==> src/rtl/hp1349a_bus_rx.sv <==
// rtl/hp1349a_bus_rx.sv - HP1349A-style LDAV/LRFD bus receiver with show-ahead FIFO
//
// Host-side handshake receiver. An asynchronous active-low LDAV strobe from the
// host is synchronised. It must then stay low for SETTLE_CYCLES synchronised
// cycles before BUS_DATA is captured into an internal show-ahead FIFO. The FIFO
// is drained as a valid/ready stream.
//
// Ports:
//   clk          system clock
//   rst          asynchronous active-low reset
//   BUS_LDAV     host data-available strobe (active low, asynchronous)
//   BUS_LRFD     ready-for-data to host (active low, registered)
//   BUS_DATA     host data word, stable while LDAV is low
//   out_valid    FIFO head word valid
//   out_ready    consumer accepts head word
//   out_data     FIFO head word (zero when not valid)
//   fill         current FIFO occupancy
//   word_count   words captured since reset (saturating)
//   glitch_count LDAV pulses shorter than the settle interval (saturating)

module hp1349a_bus_rx #(
    parameter int DATA_W        = 15,
    parameter int DEPTH_LOG2    = 4,
    parameter int HIGH_WATER    = 12,
    parameter int SYNC_STAGES   = 2,
    parameter int SETTLE_CYCLES = 4,
    parameter int CNT_W         = 16
) (
    input  logic                  clk,
    input  logic                  rst,
    input  logic                  BUS_LDAV,
    output logic                  BUS_LRFD,
    input  logic [DATA_W-1:0]     BUS_DATA,
    output logic                  out_valid,
    input  logic                  out_ready,
    output logic [DATA_W-1:0]     out_data,
    output logic [DEPTH_LOG2:0]   fill,
    output logic [CNT_W-1:0]      word_count,
    output logic [CNT_W-1:0]      glitch_count
);

    localparam int DEPTH = 1 << DEPTH_LOG2;
    localparam int SC_W  = $clog2(SETTLE_CYCLES + 1);
    localparam logic [DEPTH_LOG2:0] HW_F        = (DEPTH_LOG2+1)'(HIGH_WATER);
    localparam logic [SC_W-1:0]     SETTLE_LAST = SC_W'(SETTLE_CYCLES - 1);

    typedef enum logic [1:0] {
        IDLE    = 2'd0,
        SETTLE  = 2'd1,
        CAPTURE = 2'd2,
        RELEASE = 2'd3
    } state_t;

    state_t                  state_q, state_d;
    logic [SYNC_STAGES-1:0]  sync_q, sync_d;
    logic [SC_W-1:0]         settle_q, settle_d;
    logic                    lrfd_q, lrfd_d;
    logic [DEPTH_LOG2:0]     wr_ptr_q, wr_ptr_d;
    logic [DEPTH_LOG2:0]     rd_ptr_q, rd_ptr_d;
    logic [DEPTH_LOG2:0]     fill_q, fill_d;
    logic                    out_valid_q, out_valid_d;
    logic [CNT_W-1:0]        word_count_q, word_count_d;
    logic [CNT_W-1:0]        glitch_count_q, glitch_count_d;
    logic [DATA_W-1:0]       mem_q [DEPTH];

    logic ldav_s;
    logic push;
    logic pop;
    logic lrfd_idle;

    assign ldav_s = sync_q[SYNC_STAGES-1];

    always_comb begin
        sync_d = {sync_q[SYNC_STAGES-2:0], BUS_LDAV};

        // Writes happen only in CAPTURE, so push is known before the FSM case.
        push     = (state_q == CAPTURE);
        pop      = out_valid_q & out_ready;
        wr_ptr_d = wr_ptr_q + (DEPTH_LOG2+1)'(push);
        rd_ptr_d = rd_ptr_q + (DEPTH_LOG2+1)'(pop);
        fill_d   = wr_ptr_d - rd_ptr_d;
        out_valid_d = (fill_d != '0);

        // LRFD level for IDLE, computed from next-cycle fill so the flop
        // tracks occupancy without an extra cycle of lag.
        lrfd_idle = (fill_d >= HW_F);

        state_d        = state_q;
        settle_d       = settle_q;
        lrfd_d         = lrfd_q;
        word_count_d   = word_count_q;
        glitch_count_d = glitch_count_q;

        case (state_q)
            IDLE: begin
                if (!ldav_s && !lrfd_q) begin
                    // The entry cycle already counts as one settled cycle.
                    state_d  = (SETTLE_CYCLES == 1) ? CAPTURE : SETTLE;
                    settle_d = SC_W'(1);
                    lrfd_d   = 1'b0;
                end else begin
                    lrfd_d = lrfd_idle;
                end
            end
            SETTLE: begin
                lrfd_d = 1'b0;
                if (ldav_s) begin
                    state_d        = IDLE;
                    lrfd_d         = lrfd_idle;
                    glitch_count_d = (glitch_count_q == '1) ? glitch_count_q
                                                            : glitch_count_q + CNT_W'(1);
                end else if (settle_q == SETTLE_LAST) begin
                    state_d = CAPTURE;
                end else begin
                    settle_d = settle_q + SC_W'(1);
                end
            end
            CAPTURE: begin
                lrfd_d       = 1'b1;
                state_d      = RELEASE;
                word_count_d = (word_count_q == '1) ? word_count_q
                                                    : word_count_q + CNT_W'(1);
            end
            RELEASE: begin
                // One word per LDAV low pulse: wait for the strobe to return high.
                lrfd_d = 1'b1;
                if (ldav_s) begin
                    state_d = IDLE;
                    lrfd_d  = lrfd_idle;
                end
            end
            default: begin
                state_d = IDLE;
                lrfd_d  = 1'b1;
            end
        endcase
    end

    always_ff @(posedge clk or negedge rst) begin
        if (!rst) begin
            state_q        <= IDLE;
            sync_q         <= '1;
            settle_q       <= '0;
            lrfd_q         <= 1'b1;
            wr_ptr_q       <= '0;
            rd_ptr_q       <= '0;
            fill_q         <= '0;
            out_valid_q    <= 1'b0;
            word_count_q   <= '0;
            glitch_count_q <= '0;
        end else begin
            state_q        <= state_d;
            sync_q         <= sync_d;
            settle_q       <= settle_d;
            lrfd_q         <= lrfd_d;
            wr_ptr_q       <= wr_ptr_d;
            rd_ptr_q       <= rd_ptr_d;
            fill_q         <= fill_d;
            out_valid_q    <= out_valid_d;
            word_count_q   <= word_count_d;
            glitch_count_q <= glitch_count_d;
        end
    end

    // Storage has no reset; push is derived from reset state so a reset
    // during a transfer can never commit a partial write.
    always_ff @(posedge clk) begin
        if (push) begin
            mem_q[wr_ptr_q[DEPTH_LOG2-1:0]] <= BUS_DATA;
        end
    end

    assign BUS_LRFD     = lrfd_q;
    assign out_valid    = out_valid_q;
    assign out_data     = out_valid_q ? mem_q[rd_ptr_q[DEPTH_LOG2-1:0]] : '0;
    assign fill         = fill_q;
    assign word_count   = word_count_q;
    assign glitch_count = glitch_count_q;

endmodule

==> config.mk <==
export PLATFORM = sky130hd
export DESIGN_NAME = hp1349a_bus_rx
export DESIGN_NICKNAME = d
export VERILOG_FILES = /design/src/rtl/hp1349a_bus_rx.sv
export SDC_FILE = /design/constraint.sdc
export NUM_CORES = 1
export LEC_CHECK = 0
export CAP_MARGIN = 25
export CELL_PAD_IN_SITES_DETAIL_PLACEMENT = 2
export CELL_PAD_IN_SITES_GLOBAL_PLACEMENT = 2
export CORE_MARGIN = 2
export CORE_UTILIZATION = 49
export CTS_CLUSTER_SIZE = 24
export DETAILED_ROUTE_END_ITERATION = 8
export PLACE_DENSITY = 0.89
export SYNTH_ARGS = -nofsm -noshare
export SYNTH_HDL_FRONTEND = slang
export SYNTH_SLANG_ARGS = --single-unit
==> constraint.sdc <==
create_clock -name clk -period 5.45 [get_ports clk]
set_input_delay 0.545 -clock clk [delete_from_list [all_inputs] [get_ports clk]]
set_output_delay 0.545 -clock clk [all_outputs]
set_load 0.02 [all_outputs]
==> reports/results.tsv, run 1 <==
stage	metric	value	unit
logic_synthesis	synth-async-reset-ratio	18.9	%
logic_synthesis	avgSynthCellArea	18.8	um2
status	stop_stage	3_5_place_dp	
logic_synthesis	syn_inst	626	
placed_design	io_buffers	72	
placed_design	gp_congestion	0.769	
logic_synthesis	synth.yosys.seq_area_share	73.2	%
floorplanning	die_w	159	um
placed_design	detailed_place_hpwl	21.3	mm
status	error	[ERROR DPL-0033] detailed placement checks failed during check placement.	
floorplanning	rows	56	
logic_synthesis	yosysWarnings	0	
floorplanning	die_y	159	um
floorplanning	start_util	50.0	%
floorplanning	ios	73	
logic_synthesis	synth_nets	658	
logic_synthesis	synth_edf_count	240	
logic_synthesis	ys_ff_latch	296	
logic_synthesis	synthFlopType	edfxtp_1	
logic_synthesis	syn-cell-area	11800	um2
status	status	did not finish	
logic_synthesis	ys_types	49	
through the flow:
stage / hold slack, ns / worst slack, ns
after global placement: 0.348 / 1.87
after floorplan: 0.249 / 2.55
Yosys cell counts (2+ instances only):
library cell,count,area [um2]
o211ai_1,2,15.0
a22o_1,3,26.3
nor2_1,22,82.6
o21ai_0,2,10.0
mux2_2,4,45.0
nor3b_1,2,15.0
o31ai_1,2,15.0
nor2b_1,4,25.0
a21oi_1,5,25.0
o311ai_0,2,17.5
and4_1,3,26.3
a22oi_1,30,225
nand3b_1,3,22.5
buf_2,7,35.0
and2_1,2,12.5
nand2_1,20,75.1
o21a_1,2,15.0
nand3_1,17,85.1
or3_1,4,25.0
edfxtp_1,240,7210
a21boi_0,15,113
nand4_1,6,37.5
clkbuf_1,16,60.1
xor2_1,13,114
ha_1,12,150
nand2b_1,5,31.3
and3_1,3,18.8
dfstp_2,3,78.8
dfrtp_1,53,1330
mux4_2,60,1350
xnor2_1,21,184
nor3_1,13,65.1
inv_1,14,52.6
cells by family after synthesis:
kind of cell	count (synthesis)	share of synthesized area, %
AO/OA/AOI/OAI	69	4.38
XOR/XNOR	36	2.86
adder cells (fa/ha/maj)	13	1.45
buffers and inverters	38	1.35
flip-flops	296	73.2
multiplexers	64	11.9
AND/OR/NAND/NOR	110	4.88
==> run 2: changes to the inputs <==
- CELL_PAD_IN_SITES_DETAIL_PLACEMENT: 2 -> not set
- CELL_PAD_IN_SITES_GLOBAL_PLACEMENT: 2 -> not set
- CORE_UTILIZATION: 49 -> 40
- CTS_CLUSTER_SIZE: 24 -> not set
- PLACE_DENSITY: 0.89 -> not set
- PLACE_DENSITY_LB_ADDON: not set -> 0.15
==> reports/results.tsv, run 2 <==
stage	metric	value	unit	change
floorplanning	core_area	28900	um2	
cells_and_area	mostFrequentLayoutCell	edfxtp_1		
global_routing	grt_remaining_overflow	0		
floorplanning	die-area	30800	um2	
drt	viasPerCell	5.36		
cells_and_area	drive_gt1_share	20.8	%	
floorplanning	start_util	40.8	%	was 50.0%
flow_run	cap_violations	0		
sta	tightest_slew	0.932	ns	
global_routing	antenna_found_initial	0		
drt	vias	6101		
logic_synthesis	synth-async-reset-ratio	18.9	%	unchanged
placed_design	dp.cells	1079		
cells_and_area	diodes	0		
floorplanning	rows	62		was 56
power	seqPwrFrac	40.9	%	
cells_and_area	final_util	48.8	%	
placed_design	placed_area	13000	um2	
floorplanning	ios	73		unchanged
clock_network	clk_path_buf_depth	3		
drt	drtIter0Drc	457		
placed_design	dp_slack	1.92	ns	
logic_synthesis	syn_inst	626		unchanged
power	power.switching	2.28	mW	
power	power.density	513	nW/um2	
clock_network	cts_made_buffers	31		
global_routing	grt_usage	17.1	%	
logic_synthesis	synthFlopType	edfxtp_1		unchanged
clock_network	cts_tree	built		
setup_path	worst_setup_path_start_kind	flip-flop		
sta	rsz0062_at_grt	false		
drt	drc	0		
clock_network	clock_latency	0.55	ns	
sta	relSlewSlack	37.9	%	
sta	layout_setup_ws	1.41	ns	
min_path	hp-class	in -> async		
global_routing	grt_start_max_net_pins	63		
power	switching_share	31.5	%	
placed_design	gp_congestion	0.756		was 0.769
cells_and_area	nets	763		
setup_path	end_kind	output port		
sta	slew_violations	0		
power	clkPwrFrac	28.4	%	
logic_synthesis	yosysWarnings	0		unchanged
global_routing	grt_pass1_vias	6518		
sta	skew	0.00905	ns	
logic_synthesis	ys_types	49		unchanged
drt	dr.pass1.iters	4		
logic_synthesis	ys_ff_latch	296		unchanged
clock_network	hold_buffers	0		
sta	finalSetupTns	0	ns	
logic_synthesis	synth.yosys.seq_area_share	73.2	%	unchanged
drt	wire_per_inst	22.8	um	
logic_synthesis	syn-cell-area	11800	um2	unchanged
placed_design	io_buffers	72		unchanged
logic_synthesis	synth_edf_count	240		unchanged
logic_synthesis	synth_most_common_cell	edfxtp_1		unchanged
drt	drt_wl_total	26.0	mm	
sta	fmaxAchievable	247	MHz	
logic_synthesis	synth.area.top_cells	edfxtp_1 (61%), mux4_2 (11%), dfrtp_1 (11%)		unchanged
global_routing	grt_pass1_wl	39.5	mm	
floorplanning	die_y	175	um	was 159 um
clock_network	post_cts_buffers	0		
power	leakage	4.83	nW	
power	pwr-share-comb	30.7	%	
power	p_int	4.95	mW	
clock_network	cts-root-buf	clkbuf_16		
power	ir_drop	0.409	mV	
sta	setup_viol	0		
setup_path	crit_arrival	3.50	ns	
setup_path	crit_required	4.91	ns	
logic_synthesis	synth_top_area_share	61.3	%	unchanged
cells_and_area	layout_common_cells	edfxtp_1 (240), clkdlybuf4s50_1 (71), mux4_2 (60)		
clock_network	cts.sinks	296		
sta	period_needed	4.04	ns	
placed_design	detailed_place_hpwl	15.5	mm	was 21.3 mm
drt	antenna_left	0		
logic_synthesis	avgSynthCellArea	18.8	um2	unchanged
logic_synthesis	synth_nets	658		unchanged
logic_synthesis	ys_top_cells_by_count	edfxtp_1 (240), mux4_2 (60), dfrtp_1 (53)		unchanged
sta	min_period_over_period	74.2	%	
cells_and_area	largest_reg_flops	240		
setup_path	crit_type	reg -> out		
setup_path	path_max_fanout	37		
cells_and_area	layout.cells.non_filler	1139		
logic_synthesis	synth_area_leader_cell	edfxtp_1		unchanged
clock_network	clk_pin_slew	0.06	ns	
cells_and_area	stdcell_area	14100	um2	
floorplanning	die_w	175	um	was 159 um
sta	finalHoldViolCount	0		
clock_network	cts_resized	0		
status	status	finished clean		was did not finish
clock_network	htree_levels	1		
cells_and_area	area_delta_synth_final	19.7	%	
==> run 2: logic make-up after synthesis <==
| kind of cell | after synthesis | share of synthesized area, % |
|---|---|---|
| buffers and inverters | 38 | 1.35 |
| XOR/XNOR | 36 | 2.86 |
| flip-flops | 296 | 73.2 |
| AND/OR/NAND/NOR | 110 | 4.88 |
| AO/OA/AOI/OAI | 69 | 4.38 |
| adder cells (fa/ha/maj) | 13 | 1.45 |
| multiplexers | 64 | 11.9 |
==> run 2: critical path: stages, from the launching register on <==
cell and delay, ns:
dfrtp_4 0.96, buf_4 0.41, mux4_2 0.53, a22oi_1 0.20, a21boi_0 0.21, clkdlybuf4s50_1 0.61
==> run 2: path summary, 6_finish.rpt <==
kind | start | end | slack [ns] | cells past startpoint
max in group asynchronous | rst | rd_ptr_q[0] | 4.78 | 2
max reg2reg | out_valid | out_valid | 2.13 | 9
min reg2reg | sync_q[0] | sync_q[1] | 0.36 | 0
min in group clk | sync_q[0] | sync_q[1] | 0.36 | 0
min | rst | glitch_count[11] | 0.11 | 2
max | rd_ptr_q[0] | out_data[11] | 1.41 | 5
==> run 2: through the flow <==
stage          power [mW]  hold slack, ns
6_report             7.23           0.115
5_1_grt              7.58           0.174
4_1_cts              7.30           0.140
3_5_place_dp         5.23           0.349
3_3_place_gp         5.19           0.349
2_1_floorplan        4.36           0.249
==> run 2: layer usage <==
layer | global-route usage [%] | wire length, um
met3 | 2.79 | 1500
met2 | 28.3 | 12700
met1 | 24.1 | 11400
met5 | 0 | 0
met4 | 3.58 | 412
==> run 2: power by group through the flow <==
stage	Sequential [mW]	Combinational, mW	Clock [mW]
3_5_place_dp	3.01	2.22	0
5_1_grt	3.00	2.39	2.19
2_1_floorplan	2.84	1.52	0
3_3_place_gp	3.00	2.20	0
6_report	2.95	2.22	2.06
4_1_cts	2.96	2.24	2.10
==> run 2: layout make-up <==
type / instances / area [um2]
Inverter: 14 / 52.6
Multi-Input combinational cell: 292 / 3020
Timing Repair Buffer: 96 / 907
Sequential cell: 296 / 8620
Clock buffer: 39 / 862
Fill cell: 2431 / 14800
Tap cell: 384 / 480
Clock inverter: 18 / 144
(Power assumes the default switching activity.)
